===== config.mk =====
export PLATFORM = sky130hd
export DESIGN_NAME = simple_pipe_driver
export DESIGN_NICKNAME = d
export VERILOG_FILES = /design/src/rtl/simple_pipe_pkg.sv /design/src/rtl/simple_pipe_inst_fifo.sv /design/src/rtl/simple_pipe_driver.sv
export SDC_FILE = /design/constraint.sdc
export NUM_CORES = 1
export LEC_CHECK = 0
export BUFFER_PORTS_ARGS = -buffer_cell sky130_fd_sc_hd__buf_2
export CAP_MARGIN = 0
export CORE_ASPECT_RATIO = 2
export CORE_UTILIZATION = 50
export CTS_CLUSTER_DIAMETER = 30
export DETAILED_ROUTE_END_ITERATION = 8
export HOLD_SLACK_MARGIN = 0.08
export PLACE_DENSITY = 0.7
export SETUP_SLACK_MARGIN = 0.5
export SLEW_MARGIN = 20
export SYNTH_ARGS = -nofsm -noshare
export SYNTH_HDL_FRONTEND = slang
export SYNTH_SLANG_ARGS = --single-unit

===== constraint.sdc =====
create_clock -name clk -period 8 [get_ports clk]
set_input_delay 1.2 -clock clk [delete_from_list [all_inputs] [get_ports clk]]
set_output_delay 1.2 -clock clk [all_outputs]
set_load 0.1 [all_outputs]

===== src/rtl/simple_pipe_pkg.sv =====
`default_nettype none
// ============================================================================
// Module      : simple_pipe_pkg
// Description : Shared types and constants for the pipeline instruction
//               driver (instruction encoding, register file geometry and
//               driver FSM states).
// Revision    : 1.0 - initial release
// ============================================================================
package simple_pipe_pkg;

  // Instruction word layout: {op[7:6], rs1[5:4], rs2[3:2], rd[1:0]}
  localparam int INST_W    = 8;
  localparam int REG_IDX_W = 2;
  localparam int NUM_REGS  = 4;

  localparam logic [1:0] OP_NOP = 2'd0;
  localparam logic [1:0] OP_ADD = 2'd1;
  localparam logic [1:0] OP_SUB = 2'd2;
  localparam logic [1:0] OP_AND = 2'd3;

  // A NOP is the all-zero word: op=NOP with every register field zero
  localparam logic [INST_W-1:0] INST_NOP = {OP_NOP, {(INST_W-2){1'b0}}};

  // Index of the final register read back during the dump phase
  localparam logic [REG_IDX_W-1:0] LAST_REG_IDX = REG_IDX_W'(NUM_REGS - 1);

  typedef enum logic [1:0] {
    IDLE  = 2'd0,
    ISSUE = 2'd1,
    DRAIN = 2'd2,
    DUMP  = 2'd3
  } drv_state_t;

endpackage : simple_pipe_pkg
`default_nettype wire


===== src/rtl/simple_pipe_inst_fifo.sv =====
`default_nettype none
// ============================================================================
// Module      : simple_pipe_inst_fifo
// Description : DEPTH x WIDTH instruction buffer. Pointers carry an extra
//               wrap bit so full/empty fall out of a plain pointer compare.
//               With SIMPLE_PIPE_DRIVER_REPLAY_EN defined the buffer acts as
//               a program store: reads do not free entries, rewind_i resets
//               the read pointer and clear_i empties the store.
// Revision    : 1.0 - initial release
// ============================================================================
module simple_pipe_inst_fifo
  import simple_pipe_pkg::*;
#(
  parameter int DEPTH = 8,
  parameter int WIDTH = INST_W
) (
  input  logic             clk,
  input  logic             rst,          // asynchronous, active-low
  input  logic             push_i,
  input  logic [WIDTH-1:0] push_data_i,
  input  logic             pop_i,
`ifdef SIMPLE_PIPE_DRIVER_REPLAY_EN
  input  logic             rewind_i,
  input  logic             clear_i,
`endif
  output logic [WIDTH-1:0] head_o,
  output logic             full_o,
  output logic             empty_o,
  output logic             last_o
);

  localparam int          AW      = $clog2(DEPTH);
  localparam logic [AW:0] PTR_ONE = (AW+1)'(1);

  logic [AW:0]      wr_ptr_q, wr_ptr_d;
  logic [AW:0]      rd_ptr_q, rd_ptr_d;
  logic [AW:0]      occ;
  logic [AW-1:0]    wr_addr;
  logic             do_push;
  logic             do_pop;
  logic [WIDTH-1:0] mem_q [DEPTH];

  assign occ     = wr_ptr_q - rd_ptr_q;
  assign empty_o = (wr_ptr_q == rd_ptr_q);
  assign last_o  = (occ == PTR_ONE);
  assign head_o  = mem_q[rd_ptr_q[AW-1:0]];
  assign do_push = push_i && !full_o;
  assign do_pop  = pop_i && !empty_o;

`ifdef SIMPLE_PIPE_DRIVER_REPLAY_EN
  localparam logic [AW:0] PTR_DEPTH = (AW+1)'(DEPTH);

  // Store never wraps: the write pointer is the entry count
  assign full_o  = (wr_ptr_q == PTR_DEPTH);
  // A clear and a push in the same cycle leave the new word as entry 0
  assign wr_addr = clear_i ? '0 : wr_ptr_q[AW-1:0];

  // Next write/read pointers for the program store
  always_comb begin
    wr_ptr_d = wr_ptr_q;
    rd_ptr_d = rd_ptr_q;
    if (clear_i) begin
      wr_ptr_d = do_push ? PTR_ONE : '0;
    end else if (do_push) begin
      wr_ptr_d = wr_ptr_q + PTR_ONE;
    end
    if (clear_i || rewind_i) begin
      rd_ptr_d = '0;
    end else if (do_pop) begin
      rd_ptr_d = rd_ptr_q + PTR_ONE;
    end
  end
`else
  // Same low bits with opposite wrap bits means the writer lapped the reader
  assign full_o  = (wr_ptr_q[AW] != rd_ptr_q[AW]) &&
                   (wr_ptr_q[AW-1:0] == rd_ptr_q[AW-1:0]);
  assign wr_addr = wr_ptr_q[AW-1:0];

  // Next write/read pointers for the circular FIFO
  always_comb begin
    wr_ptr_d = do_push ? (wr_ptr_q + PTR_ONE) : wr_ptr_q;
    rd_ptr_d = do_pop  ? (rd_ptr_q + PTR_ONE) : rd_ptr_q;
  end
`endif

  // Pointer registers; reset discards buffer contents by emptying it
  always_ff @(posedge clk or negedge rst) begin
    if (!rst) begin
      wr_ptr_q <= '0;
      rd_ptr_q <= '0;
    end else begin
      wr_ptr_q <= wr_ptr_d;
      rd_ptr_q <= rd_ptr_d;
    end
  end

  // Storage array; contents are only meaningful between the pointers
  always_ff @(posedge clk) begin
    if (do_push) begin
      mem_q[wr_addr] <= push_data_i;
    end
  end

endmodule : simple_pipe_inst_fifo
`default_nettype wire


===== src/rtl/simple_pipe_driver.sv =====
`default_nettype none
// ============================================================================
// Module      : simple_pipe_driver
// Description : Instruction-side driver for the 4-register add/sub/and
//               pipeline. Buffers a host program, issues it one word per
//               cycle, drains the pipeline with NOPs, reads every register
//               through the RF debug port and streams the values back to
//               the host over a valid/ready channel.
//               Optional build macro: SIMPLE_PIPE_DRIVER_REPLAY_EN (program
//               store that is re-issued on every run, adds prog_clear).
// Revision    : 1.0 - initial release
// ============================================================================
module simple_pipe_driver
  import simple_pipe_pkg::*;
#(
  parameter int DEPTH        = 8,
  parameter int DRAIN_CYCLES = 3
) (
  input  logic                 clk,
  input  logic                 rst,           // asynchronous, active-low
  input  logic                 host_valid,
  input  logic [INST_W-1:0]    host_inst,
  output logic                 host_ready,
  input  logic                 run,
`ifdef SIMPLE_PIPE_DRIVER_REPLAY_EN
  input  logic                 prog_clear,
`endif
  output logic                 busy,
  output logic [INST_W-1:0]    inst,
  output logic [REG_IDX_W-1:0] dummy_read_rf,
  input  logic [INST_W-1:0]    dummy_rf_data,
  output logic                 dump_valid,
  output logic [REG_IDX_W-1:0] dump_idx,
  output logic [INST_W-1:0]    dump_data,
  input  logic                 dump_ready
);

  localparam int             DCW        = $clog2(DRAIN_CYCLES + 1);
  localparam logic [DCW-1:0] DRAIN_LAST = DCW'(DRAIN_CYCLES - 1);
  localparam logic [DCW-1:0] DRAIN_ONE  = DCW'(1);

  drv_state_t           state_q, state_d;
  logic [DCW-1:0]       drain_cnt_q, drain_cnt_d;
  logic [REG_IDX_W-1:0] dump_idx_q, dump_idx_d;
  logic [INST_W-1:0]    dump_data_q, dump_data_d;

  logic                 fifo_push;
  logic                 fifo_pop;
  logic [INST_W-1:0]    fifo_head;
  logic                 fifo_full;
  logic                 fifo_empty;
  logic                 fifo_last;
  logic                 in_idle;
  logic                 dump_fire;
  logic                 drain_done;

  assign in_idle    = (state_q == IDLE);
  assign host_ready = in_idle && !fifo_full;
  assign fifo_push  = host_valid && host_ready;
  assign fifo_pop   = (state_q == ISSUE);
  assign busy       = !in_idle;
  assign dump_valid = (state_q == DUMP);
  assign dump_fire  = dump_valid && dump_ready;
  assign drain_done = (state_q == DRAIN) && (drain_cnt_q == DRAIN_LAST);
  assign dump_idx   = dump_idx_q;
  assign dump_data  = dump_data_q;

  // The debug port is pointed at the register whose value is captured at
  // the coming edge, so dump_data always pairs with dump_idx.
  assign dummy_read_rf = dump_idx_d;

  simple_pipe_inst_fifo #(
    .DEPTH (DEPTH),
    .WIDTH (INST_W)
  ) u_inst_fifo (
    .clk         (clk),
    .rst         (rst),
    .push_i      (fifo_push),
    .push_data_i (host_inst),
    .pop_i       (fifo_pop),
`ifdef SIMPLE_PIPE_DRIVER_REPLAY_EN
    // Rewind as the final word issues so the next run starts at entry 0
    .rewind_i    ((state_q == ISSUE) && fifo_last),
    .clear_i     (prog_clear && in_idle),
`endif
    .head_o      (fifo_head),
    .full_o      (fifo_full),
    .empty_o     (fifo_empty),
    .last_o      (fifo_last)
  );

  // FSM next state, drain counter and instruction output
  always_comb begin
    state_d     = state_q;
    drain_cnt_d = drain_cnt_q;
    inst        = INST_NOP;
    unique case (state_q)
      IDLE: begin
        if (run) begin
          // A word loaded in the same cycle counts towards this run
          state_d     = (!fifo_empty || fifo_push) ? ISSUE : DRAIN;
          drain_cnt_d = '0;
        end
      end
      ISSUE: begin
        inst = fifo_head;
        if (fifo_last) begin
          state_d = DRAIN;
        end
      end
      DRAIN: begin
        if (drain_done) begin
          state_d     = DUMP;
          drain_cnt_d = '0;
        end else begin
          drain_cnt_d = drain_cnt_q + DRAIN_ONE;
        end
      end
      DUMP: begin
        if (dump_fire && (dump_idx_q == LAST_REG_IDX)) begin
          state_d = IDLE;
        end
      end
      default: state_d = IDLE;
    endcase
  end

  // Dump index: starts at 0 and advances once per accepted beat
  always_comb begin
    dump_idx_d = dump_idx_q;
    if (in_idle) begin
      dump_idx_d = '0;
    end else if (dump_fire) begin
      dump_idx_d = (dump_idx_q == LAST_REG_IDX) ? '0 : (dump_idx_q + 1'b1);
    end
  end

  // Dump data: sampled from the debug port on DUMP entry and after each
  // accepted beat (except the final one), otherwise held
  always_comb begin
    dump_data_d = dump_data_q;
    if (drain_done || (dump_fire && (dump_idx_q != LAST_REG_IDX))) begin
      dump_data_d = dummy_rf_data;
    end
  end

  // State and datapath registers
  always_ff @(posedge clk or negedge rst) begin
    if (!rst) begin
      state_q     <= IDLE;
      drain_cnt_q <= '0;
      dump_idx_q  <= '0;
      dump_data_q <= '0;
    end else begin
      state_q     <= state_d;
      drain_cnt_q <= drain_cnt_d;
      dump_idx_q  <= dump_idx_d;
      dump_data_q <= dump_data_d;
    end
  end

endmodule : simple_pipe_driver
`default_nettype wire


==> reports/metrics.cfg <==
[grt]
grt_pass1_vias=2078
track_usage_pct=20.3
grt_pass1_wl_mm=11.0
overflow=0
grt_max_degree=23
antenna_found_initial=0

[die]
dieArea_um2=7720
die_w_um=62.6
std_cell_rows=43
die_y_um=123
core_um2=7050
io_pins=44
initial_core_util_pct=52.2

[worst_setup_path]
end_kind=output port
crit_fanout=19
required_ns=6.80
setup.worst_path.start_class=register
critPathKind=register to output port
r2r_cells=6
crit_arrival_ns=2.58

[clock_network]
clockBufferDepth=2
postCtsHoldBufs=0
root_buffer=clkbuf_16
ctsResizeCount=0
clk_pin_slew_worst_paths_ns=0.06
clock_latency_ns=0.34
cts_tree=yes
cts_max_level=3
cts_buffers=9
post_cts_buffers=0
clock_sinks=86

[synthesis]
syn_area_um2=3680
yosysSeqAreaShare_pct=67.2
synth_edf_count=64
synth-seq-cells=86
synth_cell_types=37
synth_nets=259
synthFlopType=edfxtp_1
yosys_warnings=0
synth_area_per_cell_um2=16.2
postSynthCellCount=227
synthArstFlopShare_pct=25.6

[worst_hold_path]
hold_path_depth=1
hold_class=register to register

[placed_design]
place_inst=356
dp_hpwl_mm=4.96
gp_congestion=0.780
portBuffers=43

[final_layout]
fillers=539
final_cells=372
layout-drive-gt1-share_pct=31.2
area_growth_syn_to_layout_pct=16.0
num_antenna_cells=0
final_nets=309

[sta]
worst_pin_slew_ns=1.01
holdWs_ns=0.500
maxSlewViolCount=0
fin_crit_sh_pct=47.2
final.setup_skew_ns=0.00674
tns_ns=0
fmax_mhz=265
rsz0062_at_grt=false
final_hold_viol_count=0
slew_headroom_pct=32.2
timing.final.crit_period_ns=3.78
setup_viol=0

[detailed_routing]
dr.pass1.iters=4
drtIter0Drc=85
route.vias.total=2022
drt-total-wl_mm=6.88
route.detailed.drc=0
viasPerCell=5.44
wire_per_inst_um=18.5
ant_nets=0

[status]
status=completed

[flow_run]
cap_violations=0

sequential cells by signal (all words and copies together), names as in the netlist:
signal                count
drain_cnt_q               2
u_inst_fifo.rd_ptr_q      4
dump_data                 8
u_inst_fifo.wr_ptr_q      4
state_q                   2
u_inst_fifo.mem_q        64
dump_idx                  2
Yosys cell counts (all sizes together), types with 2 or more instances:
| cell type | count | share of area, % |
|---|---|---|
| o21ai | 5 | 0.68 |
| a21oi | 4 | 0.54 |
| nand2b | 3 | 0.71 |
| xnor2 | 7 | 1.7 |
| nand3 | 2 | 0.27 |
| nor2 | 10 | 1.0 |
| dfrtp | 22 | 15 |
| buf | 5 | 0.71 |
| nand2 | 28 | 2.9 |
| nor3 | 3 | 0.41 |
| clkbuf | 2 | 0.20 |
| mux2 | 10 | 3.1 |
| a21boi | 8 | 1.6 |
| mux2i | 2 | 0.54 |
| inv | 8 | 0.82 |
| edfxtp | 64 | 52 |
| ha | 10 | 3.4 |
| xor2 | 3 | 0.71 |
| nor2b | 2 | 0.34 |
| mux4 | 16 | 9.8 |
layer usage:
metal | track usage, % | vias up | share of wire [%]
met5 | 0 | - | 0
li1 | - | 949 | -
met2 | 37.0 | 45 | 57
met3 | 5.72 | 12 | 3.5
met1 | 21.5 | 1016 | 38
met4 | 9.16 | 0 | 2.1
cells in the final DEF, fill, tap and decap left out, types with 2 or more instances in the layout:
cell type and n:
nor3_1 3, xnor2_1 7, clkbuf_1 2, a21boi_0 8, edfxtp_1 64, nor2_1 10, mux2_2 9, mux4_2 16
nand3_1 2, clkbuf_16 9, dfrtp_1 22, nor2b_1 2, ha_1 10, o21ai_0 5, xor2_1 3, clkinv_2 3
mux2i_1 2, buf_2 43, nand2b_1 2, nand2_1 28, buf_4 3, inv_1 8, a21oi_1 4
critical path, cell delays in order (launching register included):
cell,delay [ns]
dfrtp_1,0.91
inv_1,0.23
ha_1,0.37
nand3_1,0.14
nor2_1,0.06
nor2_1,0.09
buf_2,0.43
metrics by stage:
| stage | instance area, µm² | setup slack (ns) | utilization [%] |
|---|---|---|---|
| detailed placement | 3990 | 4.61 | 56.7 |
| global route | 4260 | 4.05 | 60.5 |
| global placement | 3990 | 4.60 | 56.7 |
| finish | 4260 | 4.22 | 60.5 |
| floorplan | 3680 | 3.47 | - |
| CTS | 4260 | 4.22 | 60.5 |
cell families after synthesis:
logic type	count (synthesis)	share of synthesized area (%)
adder cells (fa/ha/maj)	11	3.95
buffers and inverters	16	1.84
XOR/XNOR	10	2.38
AO/OA/AOI/OAI	24	4.66
flip-flops	86	67.2
multiplexers	28	13.4
AND/OR/NAND/NOR	52	6.53
worst paths after layout:
kind	from	end	slack, ns
min reg2reg	dump_data[1]	dump_data[1]	0.50
max in group asynchronous	rst	dump_data[3]	6.83
min	dump_data[1]	dump_data[1]	0.50
max	u_inst_fifo.rd_ptr_q[1]	host_ready	4.22
max reg2reg	u_inst_fifo.rd_ptr_q[1]	u_inst_fifo.mem_q[7][5]	4.77
min in group asynchronous	rst	u_inst_fifo.wr_ptr_q[2]	0.82
area by class of cell:
type                    count  area [µm²]  share of cell area, %
multi-input cells         125        1140                   26.7
flip-flops and latches     86        2470                   58.0
clock buffers              12         246                   5.78
inverters                   9        33.8                  0.792
well taps                  90         113                   2.64
clock inverters             4        23.8                  0.558
repair buffers             46         238                   5.58
Power is left out: the tool's default activity adds up to more than one toggle a clock period on the data nets, which glitch-free logic cannot reach.
